File: src/rtl/pwm_fade_ctrl_pkg.sv
// Shared definitions for the pwm fade sequencer and its period counter.
//
// Contents:
//   DEFAULT_CTR_LEN  - default pwm counter / level width
//   DEFAULT_RATE_LEN - default periods-per-step field width
//   state_t          - sequencer state encoding (ST_IDLE, ST_RUN)
//
// Abort priority: in ST_RUN an asserted abort wins over any step that would
// otherwise happen on the same wrap edge, so the level is left untouched.
package pwm_fade_ctrl_pkg;

  localparam int DEFAULT_CTR_LEN  = 8;
  localparam int DEFAULT_RATE_LEN = 8;

  typedef enum logic {
    ST_IDLE = 1'b0,
    ST_RUN  = 1'b1
  } state_t;

endpackage

File: src/rtl/pwm_period_ctr.sv
// Free-running shadow of the pwm counter.
//
// Reset together with the pwm instance so both counters stay phase-locked.
// The counter runs 0 .. 2^CTR_LEN-1 and wraps; period_start marks the last
// cycle of a pwm period, i.e. the clock edge that follows it is the wrap edge.
//
// Ports:
//   clk          in   system clock
//   rst          in   asynchronous active-high reset
//   ctr          out  current counter value
//   period_start out  high while ctr is all-ones
module pwm_period_ctr
  import pwm_fade_ctrl_pkg::*;
#(
  parameter int CTR_LEN = DEFAULT_CTR_LEN
) (
  input  logic               clk,
  input  logic               rst,
  output logic [CTR_LEN-1:0] ctr,
  output logic               period_start
);

  logic [CTR_LEN-1:0] r_ctr;

  always_ff @(posedge clk or posedge rst) begin
    if (rst) begin
      r_ctr <= '0;
    end else begin
      r_ctr <= r_ctr + 1'b1;
    end
  end

  assign ctr          = r_ctr;
  assign period_start = &r_ctr;

endmodule

File: src/rtl/pwm_fade_ctrl.sv
// Duty-level fade sequencer feeding the compare input of a pwm instance.
//
// A command (target, step, rate) is accepted in IDLE. In RUN the level moves
// toward the target by at most step every (rate+1) pwm periods; the level
// only ever changes on a wrap edge (ctr all-ones -> 0), so the pwm output
// never sees a mid-period compare change.
//
// Optional feature macro: PWM_FADE_GAMMA_EN
//   defined   - compare is (level*level) >> CTR_LEN, registered one cycle
//               after the level update; done is delayed to match.
//   undefined - compare is the level register itself.
//
// Handshake: a command transfers on a clock edge where cmd_valid and
// cmd_ready are both high; cmd_ready is high only in IDLE, and cmd_valid
// is ignored while it is low.
//
// Ports:
//   clk, rst      clock, asynchronous active-high reset
//   cmd_valid     command offer
//   cmd_ready     command can be accepted (IDLE)
//   cmd_target    final level
//   cmd_step      level change per step (0 behaves as 1)
//   cmd_rate      pwm periods per step minus 1
//   abort         stop the ramp, hold the current level
//   compare       to pwm.compare
//   busy          ramp in progress
//   done          one-cycle pulse when the target is reached
//   period_start  last cycle of a pwm period
//   dbg_state     current sequencer state
//   dbg_ctr       shadow counter value
module pwm_fade_ctrl
  import pwm_fade_ctrl_pkg::*;
#(
  parameter int CTR_LEN  = DEFAULT_CTR_LEN,
  parameter int RATE_LEN = DEFAULT_RATE_LEN
) (
  input  logic                clk,
  input  logic                rst,
  input  logic                cmd_valid,
  output logic                cmd_ready,
  input  logic [CTR_LEN-1:0]  cmd_target,
  input  logic [CTR_LEN-1:0]  cmd_step,
  input  logic [RATE_LEN-1:0] cmd_rate,
  input  logic                abort,
  output logic [CTR_LEN-1:0]  compare,
  output logic                busy,
  output logic                done,
  output logic                period_start,
  output state_t              dbg_state,
  output logic [CTR_LEN-1:0]  dbg_ctr
);

  // ---------------------------------------------------------------------
  // Shadow counter
  // ---------------------------------------------------------------------
  logic               w_period_start;
  logic [CTR_LEN-1:0] w_ctr;

  pwm_period_ctr #(
    .CTR_LEN(CTR_LEN)
  ) u_period_ctr (
    .clk         (clk),
    .rst         (rst),
    .ctr         (w_ctr),
    .period_start(w_period_start)
  );

  // The edge following period_start is the wrap edge.
  logic w_wrap;
  assign w_wrap = w_period_start;

  // ---------------------------------------------------------------------
  // Registers
  // ---------------------------------------------------------------------
  state_t              r_state;
  logic [CTR_LEN-1:0]  r_level;
  logic [CTR_LEN-1:0]  r_target;
  logic [CTR_LEN-1:0]  r_step;
  logic [RATE_LEN-1:0] r_rate;
  logic [RATE_LEN-1:0] r_rate_cnt;
  logic                r_done;

  state_t              w_state_nxt;
  logic [CTR_LEN-1:0]  w_level_nxt;
  logic [CTR_LEN-1:0]  w_target_nxt;
  logic [CTR_LEN-1:0]  w_step_nxt;
  logic [RATE_LEN-1:0] w_rate_nxt;
  logic [RATE_LEN-1:0] w_rate_cnt_nxt;
  logic                w_done_nxt;

  // ---------------------------------------------------------------------
  // Saturating step toward target, evaluated one bit wider than the level
  // ---------------------------------------------------------------------
  logic               w_up;
  logic [CTR_LEN:0]   w_diff;
  logic               w_near;
  logic [CTR_LEN:0]   w_moved;
  logic [CTR_LEN-1:0] w_step_level;

  assign w_up   = (r_target >= r_level);
  assign w_diff = w_up ? ({1'b0, r_target} - {1'b0, r_level})
                       : ({1'b0, r_level}  - {1'b0, r_target});
  assign w_near = (w_diff <= {1'b0, r_step});

  assign w_moved = w_up ? ({1'b0, r_level} + {1'b0, r_step})
                        : ({1'b0, r_level} - {1'b0, r_step});

  // Carry/borrow out of the wide result clamps to the rail; when the target
  // is within one step the level lands exactly on it.
  always_comb begin
    w_step_level = w_moved[CTR_LEN-1:0];
    if (w_near) begin
      w_step_level = r_target;
    end else if (w_moved[CTR_LEN]) begin
      w_step_level = w_up ? '1 : '0;
    end
  end

  // ---------------------------------------------------------------------
  // FSM: state register
  // ---------------------------------------------------------------------
  always_ff @(posedge clk or posedge rst) begin
    if (rst) begin
      r_state    <= ST_IDLE;
      r_level    <= '0;
      r_target   <= '0;
      r_step     <= '0;
      r_rate     <= '0;
      r_rate_cnt <= '0;
      r_done     <= 1'b0;
    end else begin
      r_state    <= w_state_nxt;
      r_level    <= w_level_nxt;
      r_target   <= w_target_nxt;
      r_step     <= w_step_nxt;
      r_rate     <= w_rate_nxt;
      r_rate_cnt <= w_rate_cnt_nxt;
      r_done     <= w_done_nxt;
    end
  end

  // ---------------------------------------------------------------------
  // FSM: next state
  // ---------------------------------------------------------------------
  always_comb begin
    w_state_nxt    = r_state;
    w_level_nxt    = r_level;
    w_target_nxt   = r_target;
    w_step_nxt     = r_step;
    w_rate_nxt     = r_rate;
    w_rate_cnt_nxt = r_rate_cnt;
    w_done_nxt     = 1'b0;

    case (r_state)
      ST_IDLE: begin
        // Acceptance never moves the level, even on a wrap edge.
        if (cmd_valid) begin
          w_target_nxt   = cmd_target;
          w_step_nxt     = (cmd_step == '0) ? {{(CTR_LEN-1){1'b0}}, 1'b1} : cmd_step;
          w_rate_nxt     = cmd_rate;
          w_rate_cnt_nxt = cmd_rate;
          w_state_nxt    = ST_RUN;
        end
      end

      ST_RUN: begin
        if (abort) begin
          w_state_nxt = ST_IDLE;
        end else if (w_wrap) begin
          if (r_rate_cnt != '0) begin
            w_rate_cnt_nxt = r_rate_cnt - 1'b1;
          end else begin
            w_rate_cnt_nxt = r_rate;
            w_level_nxt    = w_step_level;
            if (w_step_level == r_target) begin
              w_state_nxt = ST_IDLE;
              w_done_nxt  = 1'b1;
            end
          end
        end
      end

      default: begin
        w_state_nxt = ST_IDLE;
      end
    endcase
  end

  // ---------------------------------------------------------------------
  // Outputs
  // ---------------------------------------------------------------------
  assign cmd_ready    = (r_state == ST_IDLE);
  assign busy         = (r_state == ST_RUN);
  assign period_start = w_period_start;
  assign dbg_state    = r_state;
  assign dbg_ctr      = w_ctr;

`ifdef PWM_FADE_GAMMA_EN
  // Gamma-2 curve; lands one cycle after the wrap edge, when the pwm
  // counter is at 1, so done is delayed by the same cycle.
  logic [2*CTR_LEN-1:0] w_sq;
  logic [CTR_LEN-1:0]   w_gamma;
  logic [CTR_LEN-1:0]   r_gamma;
  logic                 r_done_d;

  assign w_sq    = r_level * r_level;
  assign w_gamma = CTR_LEN'(w_sq >> CTR_LEN);

  always_ff @(posedge clk or posedge rst) begin
    if (rst) begin
      r_gamma  <= '0;
      r_done_d <= 1'b0;
    end else begin
      r_gamma  <= w_gamma;
      r_done_d <= r_done;
    end
  end

  assign compare = r_gamma;
  assign done    = r_done_d;
`else
  assign compare = r_level;
  assign done    = r_done;
`endif

endmodule

File: config.mk
export PLATFORM = sky130hd
export DESIGN_NAME = pwm_fade_ctrl
export DESIGN_NICKNAME = d
export VERILOG_FILES = /design/src/rtl/pwm_fade_ctrl_pkg.sv /design/src/rtl/pwm_period_ctr.sv /design/src/rtl/pwm_fade_ctrl.sv
export SDC_FILE = /design/constraint.sdc
export NUM_CORES = 1
export LEC_CHECK = 0
export ABC_AREA = 1
export CAP_MARGIN = 20
export CORE_ASPECT_RATIO = 1.4
export CORE_UTILIZATION = 50
export DETAILED_ROUTE_END_ITERATION = 10
export GPL_TIMING_DRIVEN = 0
export PLACE_DENSITY_LB_ADDON = 0.12
export SLEW_MARGIN = 20
export SYNTH_ARGS = -nofsm -noshare
export SYNTH_HDL_FRONTEND = slang
export SYNTH_SLANG_ARGS = --single-unit
File: constraint.sdc
create_clock -name clk -period 5.3 [get_ports clk]
set_input_delay 1.06 -clock clk [delete_from_list [all_inputs] [get_ports clk]]
set_output_delay 1.06 -clock clk [all_outputs]
set_load 0.1 [all_outputs]
## Word-level counts from Yosys, hierarchy flattened

Index checks and enable logic that the tools add are counted.

| word-level totals | value |
|---|---|
| output and inout bits | 21 |
| input bits | 28 |
| bits in writable memories | 0 |
| memories | 0 |
| ROM bits | 0 |
| latch bits | 0 |
| flip-flop bits (word level) | 50 |

| cells by class | value |
|---|---|
| reductions and logical operators | 6 |
| div/mod/pow operators | 0 |
| $lt $le $gt $ge | 2 |
| shift operators | 0 |
| equality and inequality tests | 4 |
| bitwise logic cells | 3 |
| $add $sub $neg | 6 |
| muxes and demuxes | 22 |
| multipliers | 0 |

Operators by type and width:

| operator | number |
|---|---|
| $mux 8 | 8 |
| $sub 8x8->9 | 3 |
| $mux 9 | 2 |
| $pmux 8 s2 | 1 |
| $reduce_and 11->1 | 1 |
| $mux 1 | 10 |
| $add 8x8->9 | 1 |
| $le 9x8->1 | 1 |
| $add 8x1->8 const B | 1 |
| $eq 8x8->1 | 1 |
| $ge 8x8->1 | 1 |
| $logic_not 8->1 | 1 |
| $reduce_and 8->1 | 1 |
| $reduce_bool 8->1 | 1 |
| $sub 8x1->8 const B | 1 |
| $ne 2x2->1 const B | 3 |
| $not 1->1 | 3 |
| $reduce_and 3->1 | 1 |
| $pmux 1 s2 | 1 |
| $reduce_and 2->1 | 1 |

## Logic depth before layout (Yosys ltp)

Gate-level depths: netlist of the first run.

| logic depth | value |
|---|---|
| depth in word-level cells | 10 |
| gate-level depth with buffers | 32 |
| mapped depth without buffers | 30 |

## Modules after synthesis

From an unflattened synthesis of the first run, not the netlist that was laid out.

| unflattened totals | value |
|---|---|
| cells, all modules | 572 |
| area total of the unflattened synthesis | 4088.9 µm² |

Modules (own cells, without submodules):

| module | cells each | sequential area each (µm²) | area each (µm²) | instances |
|---|---|---|---|---|
| pwm_fade_ctrl | 531 | 1051.0 | 3732.3 | 1 |
| pwm_period_ctr | 41 | 200.2 | 356.6 | 1 |

## Least setup slack after synthesis of the first run

OpenSTA, ideal clock, no wires.

| timing | value |
|---|---|
| path type | flip-flop to flip-flop |
| start point | register r_level[1], in the netlist compare[1] |
| end point | register r_state, in the netlist busy |
| data required time | 5170 ps |
| stages on the path, launching flop included | 27 |
| arrival | 4370 ps |
| setup slack | 800 ps |
| period minus slack after synthesis | 4500 ps |
| setup time | 130 ps |
| buffers on the path | 2 |
| cell sequence | dfrtp_1 > inv_1 > ha_1 > nand2_2 > clkinv_1 > nand3_2 > nand3_2 > nand3_4 > nand2_4 > clkbuf_1 > nor2_1 > xor2_1 > inv_1 > ha_1 > a21oi_2 > nand2_1 > a21oi_2 > nand4_4 > nand2_4 > nand2_4 > buf_8 > nand4_1 > nand2_1 > nor2_1 > nand3_1 > o21bai_1 > nand2_1 |

| between the ends | value |
|---|---|
| cells in the longest elaborated chain, start to end | 10 |
| elaborated cells on any way between the ends | 17 |
| classes of those cells | 4 x add/sub; 2 x order compare; 1 x eq/ne; 10 x mux |

RTL lines:

| what | RTL line | RTL |
|---|---|---|
| start: declaration | pwm_fade_ctrl.sv:76 | `logic [CTR_LEN-1:0] r_level;` |
| start signal: assignment | pwm_fade_ctrl.sv:133 | `r_level <= w_level_nxt;` |
| $sub 8x8->9 (tied with other cells) | pwm_fade_ctrl.sv:102 | `: ({1'b0, r_level} - {1'b0, r_target});` |
| $mux 9 (tied with other cells) | pwm_fade_ctrl.sv:101 | `assign w_diff = w_up ? ({1'b0, r_target} - {1'b0, r_level})` |
| $le 9x8->1 or $mux 8 (tied branches) | pwm_fade_ctrl.sv:103, pwm_fade_ctrl.sv:114 |  |
| $mux 8 * | pwm_fade_ctrl.sv:112 | `if (w_near) begin` |
| $eq 8x8->1 * | pwm_fade_ctrl.sv:175 | `if (w_step_level == r_target) begin` |
| $mux 1 * | pwm_fade_ctrl.sv:175 |  |
| $mux 1 * | pwm_fade_ctrl.sv:170 | `if (r_rate_cnt != '0) begin` |
| $mux 1 * | pwm_fade_ctrl.sv:169 | `end else if (w_wrap) begin` |
| $mux 1 * | pwm_fade_ctrl.sv:167 | `if (abort) begin` |
| $pmux 1 s2 * | pwm_fade_ctrl.sv:154 | `case (r_state)` |
| via w_state_nxt | pwm_fade_ctrl.sv:83 | `state_t w_state_nxt;` |
| end signal: assignment | pwm_fade_ctrl.sv:132 | `r_state <= w_state_nxt;` |
| end: declaration | pwm_fade_ctrl.sv:75 | `state_t r_state;` |

Mark *: on every way through the listed nets, which the timed path passes. The rest lies on a longest branch.
A chain may end at the register's enable or synchronous reset.

## Worst setup path after layout of the first run

| timing | value |
|---|---|
| start point | register r_level[3], in the netlist compare[3] |
| end point | register r_state, in the netlist busy |

Same word-level chain as after synthesis.

==> results of run 1 <==
layer usage:
layer | share of wire | vias up | GRT usage
li1 | - | 1912 | -
met2 | 0.54 | 74 | 0.512
met4 | 0.030 | 0 | 0.0935
met3 | 0.020 | 19 | 0.0216
met1 | 0.41 | 1761 | 0.306
met5 | 0 | - | 0
how the worst max path moves through the flow:
stage                 to  cells after the start
detailed placement  busy                     26
global placement    busy                     24
floorplan           busy                     26
finish              busy                     27
global route        busy                     26
CTS                 busy                     26
placed cells by master (no fill, tap or decap), types with 5 or more instances in the layout:
cell / Yosys / layout
a21oi_1: 39 / 39
clkbuf_1: 6 / 6
clkbuf_16: 0 / 5
clkdlybuf4s50_1: 0 / 48
dfrtp_1: 50 / 50
ha_1: 36 / 36
inv_1: 91 / 90
inv_2: 4 / 5
mux2_2: 7 / 7
nand2_1: 98 / 98
nand2_2: 9 / 9
nand3_1: 36 / 36
nand3_2: 5 / 5
nand4_1: 10 / 10
nor2_1: 52 / 52
o211ai_1: 5 / 5
o21ai_0: 30 / 30
xnor2_1: 6 / 6
xor2_1: 19 / 19
Yosys cell counts (all sizes together), types with 6 or more instances:
cell	count	share of area
nand2	111	0.11
o21ai	32	0.039
xnor2	6	0.013
ha	36	0.11
inv	95	0.086
xor2	19	0.040
buf	7	0.014
clkbuf	6	0.0054
nor2	54	0.051
nand3	42	0.060
mux2	7	0.019
nand4	11	0.020
dfrtp	50	0.30
a21oi	42	0.055
state kept, by name, indices dropped and copies added, names as in the netlist:
name	flops
busy	1
compare	8
done	1
r_rate	8
r_rate_cnt	8
r_step	8
r_target	8
u_period_ctr.ctr	8
critical path, cell delays in order (launching register included):
cell and delay, ns:
dfrtp_1 0.46, inv_1 0.08, ha_1 0.27, buf_2 0.18
nand2_2 0.06, inv_2 0.07, nand3_2 0.09, nand3_2 0.11
nand3_4 0.12, nand2_4 0.14, clkbuf_1 0.35, nor2_1 0.10
xor2_1 0.16, inv_1 0.08, ha_1 0.36, a21oi_2 0.23
nand2_1 0.13, a21oi_2 0.24, nand4_4 0.23, nand2_4 0.14
nand2_4 0.08, buf_8 0.15, nand4_1 0.07, nand2_1 0.07
nor2_1 0.09, nand3_1 0.11, o21bai_1 0.14, nand2_1 0.07
layout make-up:
type / instances / area [µm²] / area share
well taps: 102 / 128 / 0.0258
clock inverters: 1 / 30.0 / 0.00606
flip-flops and latches: 50 / 1250 / 0.253
multi-input cells: 396 / 2460 / 0.496
clock buffers: 6 / 139 / 0.0280
plain buffers: 13 / 81.3 / 0.0164
repair buffers: 49 / 508 / 0.103
inverters: 96 / 360 / 0.0727
kinds of logic after synthesis:
group / Yosys count
AND/OR/NAND/NOR: 229
buffers and inverters: 109
AO/OA/AOI/OAI: 96
flip-flops: 50
adder cells (fa/ha/maj): 39
XOR/XNOR: 25
multiplexers: 7
through the flow:
step                area (µm²)  hold slack (ns)   util
floorplan                 4150            0.453      -
global route              4950            0.498  0.612
finish                    4950            0.483  0.612
CTS                       4950            0.487  0.612
global placement          4760            0.466  0.587
detailed placement        4790            0.475  0.591
where the power goes:
group	switching, mW	internal [mW]
combinational	0.585	0.351
clock	0.140	0.233
sequential	0.0558	0.441
==> results.txt, run 1 <==
worst vdd ir: 0.274 mV
CP Data Required Time: 5.46 ns
number of enable flip-flop cells after synthesis: 0
CP Capture Type: flip-flop
DP Worst Slack: 0.782 ns
placed cells: 706
mux contribution to synthesized area: 0.0190
Fin. Hold Viols: 0
Yosys warning count: 0
I/O Pins: 49
antenna-violating nets left: 0
Core Region: 0.00810 mm²
Initial Utilization: 0.512
crit start category: flip-flop
Max Cap Viol: 0
RSZ-0062 raised after global routing: no
Clock Tree Buf Depth: 2
1st-iter DRT viols: 209
Worst Hold End: u_period_ctr.ctr[0]
async set or reset register ratio after synthesis: 1.00
Nets: 678
worst-path fanout max: 10
PortBufs: 48
chip height: 110 µm
TritonCTS buffer count: 5
Synth Area in Compound Gates: 0.133
worst relative slew slack: 0.350
R2R Path Start: compare[3]
FF-to-FF setup slack: 0.77 ns
CTS Hold Buffers Added: 0
Fillers: 808
Setup Skew: 0.00674 ns
CP Class: reg -> reg
ys flop type: dfrtp_1
XOR/XNOR share of the synthesized area: 0.0528
post-route clock period utilization: 0.854
vias in the first global route: 3,723
Diodes inserted: 0
CTS tree: done
FF-to-FF End: busy
R2R cell count: 27
gpl congestion: 0.955
Tot Pwr: 1.81 mW
P&R area growth vs syn: 19.4%
slack of the critical path: 0.775 ns
post-synthesis cell count: 555
status: completed
largest net degree at the start of global routing: 28
total gr overflow: 0
die area: 0.00867 mm²
Worst-Skew Late Latency: 0.29 ns
Critical Path AT: 4.68 ns
# DRC: 0
fmax: 221 MHz
minimum clock period after layout: 4.53 ns
setup TNS: 0 ns
Post-Layout Cell Count: 713
Via Count: 3,766
Tightest Pin Transition: 0.973 ns
static leakage: 2.52 nW
Worst Hold Launch: u_period_ctr.ctr[0]
post-CTS setup buffer count: 0
Reg clk slew, reported paths: 0.07 ns
Clock Root Buffer: clkbuf_16
Slew Viols, Final: 0
setup violators final: 0
power per cell area: 364 mW/mm²
worst hold path stage count: 1
antenna violations before repair: 0
simple-gate area share of the yosys netlist: 0.265
DRT Wirelength: 10,700 µm
DRT Pass-1 Iters: 4
CTS resizes: 0
routed vias/inst: 5.28
Post-Synth Adder-Cell Area: 0.123
largest family of logic cells by synthesized area: simple AND/OR/NAND/NOR gates
first-pass GRT wire length: 17,800 µm
Netlist cell types: 47
fraction of the yosys area taken by sequential cells: 0.301
share of cells above drive strength 1: 0.0900
H-tree depth: 2
hpwl dp: 8680 µm
die width: 79 µm
Cell Area, Synth: 0.00415 mm²
DR WL/cell: 15.1 µm
Syn Nets: 622
Rows: 39
Hold Path Class: reg -> reg
CTS Sinks: 50
gr usage total: 0.267
Post-Syn Area per Cell: 7.48 µm²
Seq cells post-synth: 50
crit path from: compare[3]
(Power assumes the default switching activity.)
==> inputs of run 2 (changes only) <==
Settings changed: CTS_CLUSTER_DIAMETER set to 150.
==> results of run 2 <==
The final DEF is identical to that of run 1; final timing and power are the same.
==> inputs of run 3 (changes only) <==
Settings changed: CORE_UTILIZATION 50 to 57, SKIP_LAST_GASP set to 1.
==> results.txt, run 3 (synthesis results as in run 1) <==
Post-Layout Cell Count: 707 (-0.84%)
TritonCTS buffer count: 5 (unchanged)
CP Capture Type: flip-flop
# DRC: 0 (unchanged)
worst hold path stage count: 1 (unchanged)
PortBufs: 48 (unchanged)
fmax: 219 MHz (-1.0%)
Slew Viols, Final: 0 (unchanged)
routed vias/inst: 5.34 (+1.1%)
Reg clk slew, reported paths: 0.09 ns (+0.02 ns)
first-pass GRT wire length: 17,200 µm (-3.8%)
slack of the critical path: 0.728 ns (-0.0474 ns)
crit path from: compare[2]
Tightest Pin Transition: 0.980 ns (+0.00750 ns)
DRT Wirelength: 10,600 µm (-1.1%)
largest net degree at the start of global routing: 29 (+3.6%)
1st-iter DRT viols: 153 (-27%)
design area: 0.00488 mm² (-1.5%)
power per cell area: 351 mW/mm² (-3.7%)
antenna violations before repair: 0 (unchanged)
most frequent cells in the layout: nand2_1 (98), inv_1 (90), nor2_1 (52)
DRT Pass-1 Iters: 4 (unchanged)
post-CTS setup buffer count: 0 (unchanged)
RSZ-0062 raised after global routing: no
total gr overflow: 0 (unchanged)
CP Data Required Time: 5.49 ns (+0.03 ns)
setup violators final: 0 (unchanged)
P&R area growth vs syn: 17.6%
Clock Tree Buf Depth: 2 (unchanged)
Via Count: 3,777 (+0.29%)
R2R cell count: 24 (-11%)
Setup Skew: 0.0110 ns (+0.00423 ns)
status: completed
crit start category: flip-flop
Tot Pwr: 1.71 mW (-5.2%)
gpl congestion: 0.961 (+0.63%)
worst relative slew slack: 0.345 (-0.00502)
Worst Hold Launch: u_period_ctr.ctr[0]
CP Class: reg -> reg
Clock Root Buffer: clkbuf_8
die width: 74.1 µm (-6.2%)
hpwl dp: 8710 µm (+0.37%)
Placed Area: 0.00477 mm² (-0.34%)
Final Core Density: 0.699 (+0.0872)
Nets: 678 (unchanged)
Initial Utilization: 0.594 (+0.0821)
chip height: 103 µm (-6.2%)
Max Cap Viol: 0 (unchanged)
Hold Path Class: reg -> reg
post-route clock period utilization: 0.863 (+0.00893)
worst-path fanout max: 10 (unchanged)
Rows: 36 (-7.7%)
CTS tree: done
worst vdd ir: 0.278 mV (+1.5%)
CTS Sinks: 50 (unchanged)
Worst-Skew Late Latency: 0.31 ns (+0.02 ns)
Core Region: 0.00698 mm² (-14%)
I/O Pins: 49 (unchanged)
Fin. Hold Viols: 0 (unchanged)
WHS: 0.482 ns (-0.000633 ns)
H-tree depth: 2 (unchanged)
Diodes inserted: 0 (unchanged)
placed cells: 699 (-0.99%)
gr usage total: 0.303 (+0.0356)
die area: 0.00763 mm² (-12%)
minimum clock period after layout: 4.57 ns (+0.0473 ns)
Critical Path AT: 4.76 ns (+0.08 ns)
CTS Hold Buffers Added: 0 (unchanged)
commonest non-fill, non-tap cell in the layout: nand2_1
CTS resizes: 0 (unchanged)
setup TNS: 0 ns (unchanged)
DP Worst Slack: 0.773 ns (-0.00867 ns)
DR WL/cell: 15.0 µm (-0.30%)
antenna-violating nets left: 0 (unchanged)
share of cells above drive strength 1: 0.0899 (-0.000147)
static leakage: 2.49 nW (-1.4%)
R2R Path Start: compare[2]
vias in the first global route: 3,753 (+0.81%)
==> run 3: worst paths after layout <==
kind | endpoint | slack (ns)
setup / recovery | busy | 0.73
hold / removal | u_period_ctr.ctr[0] | 0.48
setup reg to reg | busy | 0.73
hold reg to reg | u_period_ctr.ctr[0] | 0.48
max in group asynchronous | compare[5] | 3.67
min in group asynchronous | u_period_ctr.ctr[2] | 1.09
==> run 3: layout make-up <==
cell class | count | area, µm²
Inverter | 96 | 360
Timing Repair Buffer | 49 | 500
Fill cell | 615 | 2100
Sequential cell | 50 | 1250
Clock buffer | 6 | 72.6
Multi-Input combinational cell | 396 | 2460
Buffer | 13 | 81.3
Tap cell | 95 | 119
Clock inverter | 2 | 37.5
==> run 3: power breakdown <==
part | total, mW | switching (mW) | internal, mW
Sequential | 0.494 | 0.0539 | 0.440
Clock | 0.268 | 0.127 | 0.141
Combinational | 0.950 | 0.601 | 0.349
==> run 3: critical path, cell delays in order, from the launching register on <==
cell      delay, ns
dfrtp_1        0.44
inv_1          0.08
ha_1           0.42
nand2_2        0.10
nor2_1         0.29
a21oi_4        0.15
nand2_4        0.15
clkbuf_1       0.38
nor2_1         0.10
xor2_1         0.15
inv_1          0.08
ha_1           0.35
a21oi_2        0.23
nand2_1        0.14
a21oi_2        0.21
nand4_4        0.22
nand2_4        0.13
nand2_4        0.08
buf_8          0.15
nand4_1        0.10
nand2_1        0.07
nor2_1         0.10
nand3_1        0.10
o21bai_1       0.15
nand2_1        0.07
==> run 3: per-layer routing <==
metal  up-vias  wire, µm  track usage  share of wire
met1      1742      4070        0.318           0.38
met5         -         0            0              0
li1       1915         -            -              -
met2        88      5660        0.576           0.53
met3        32       323       0.0323          0.030
met4         0       551        0.163          0.052
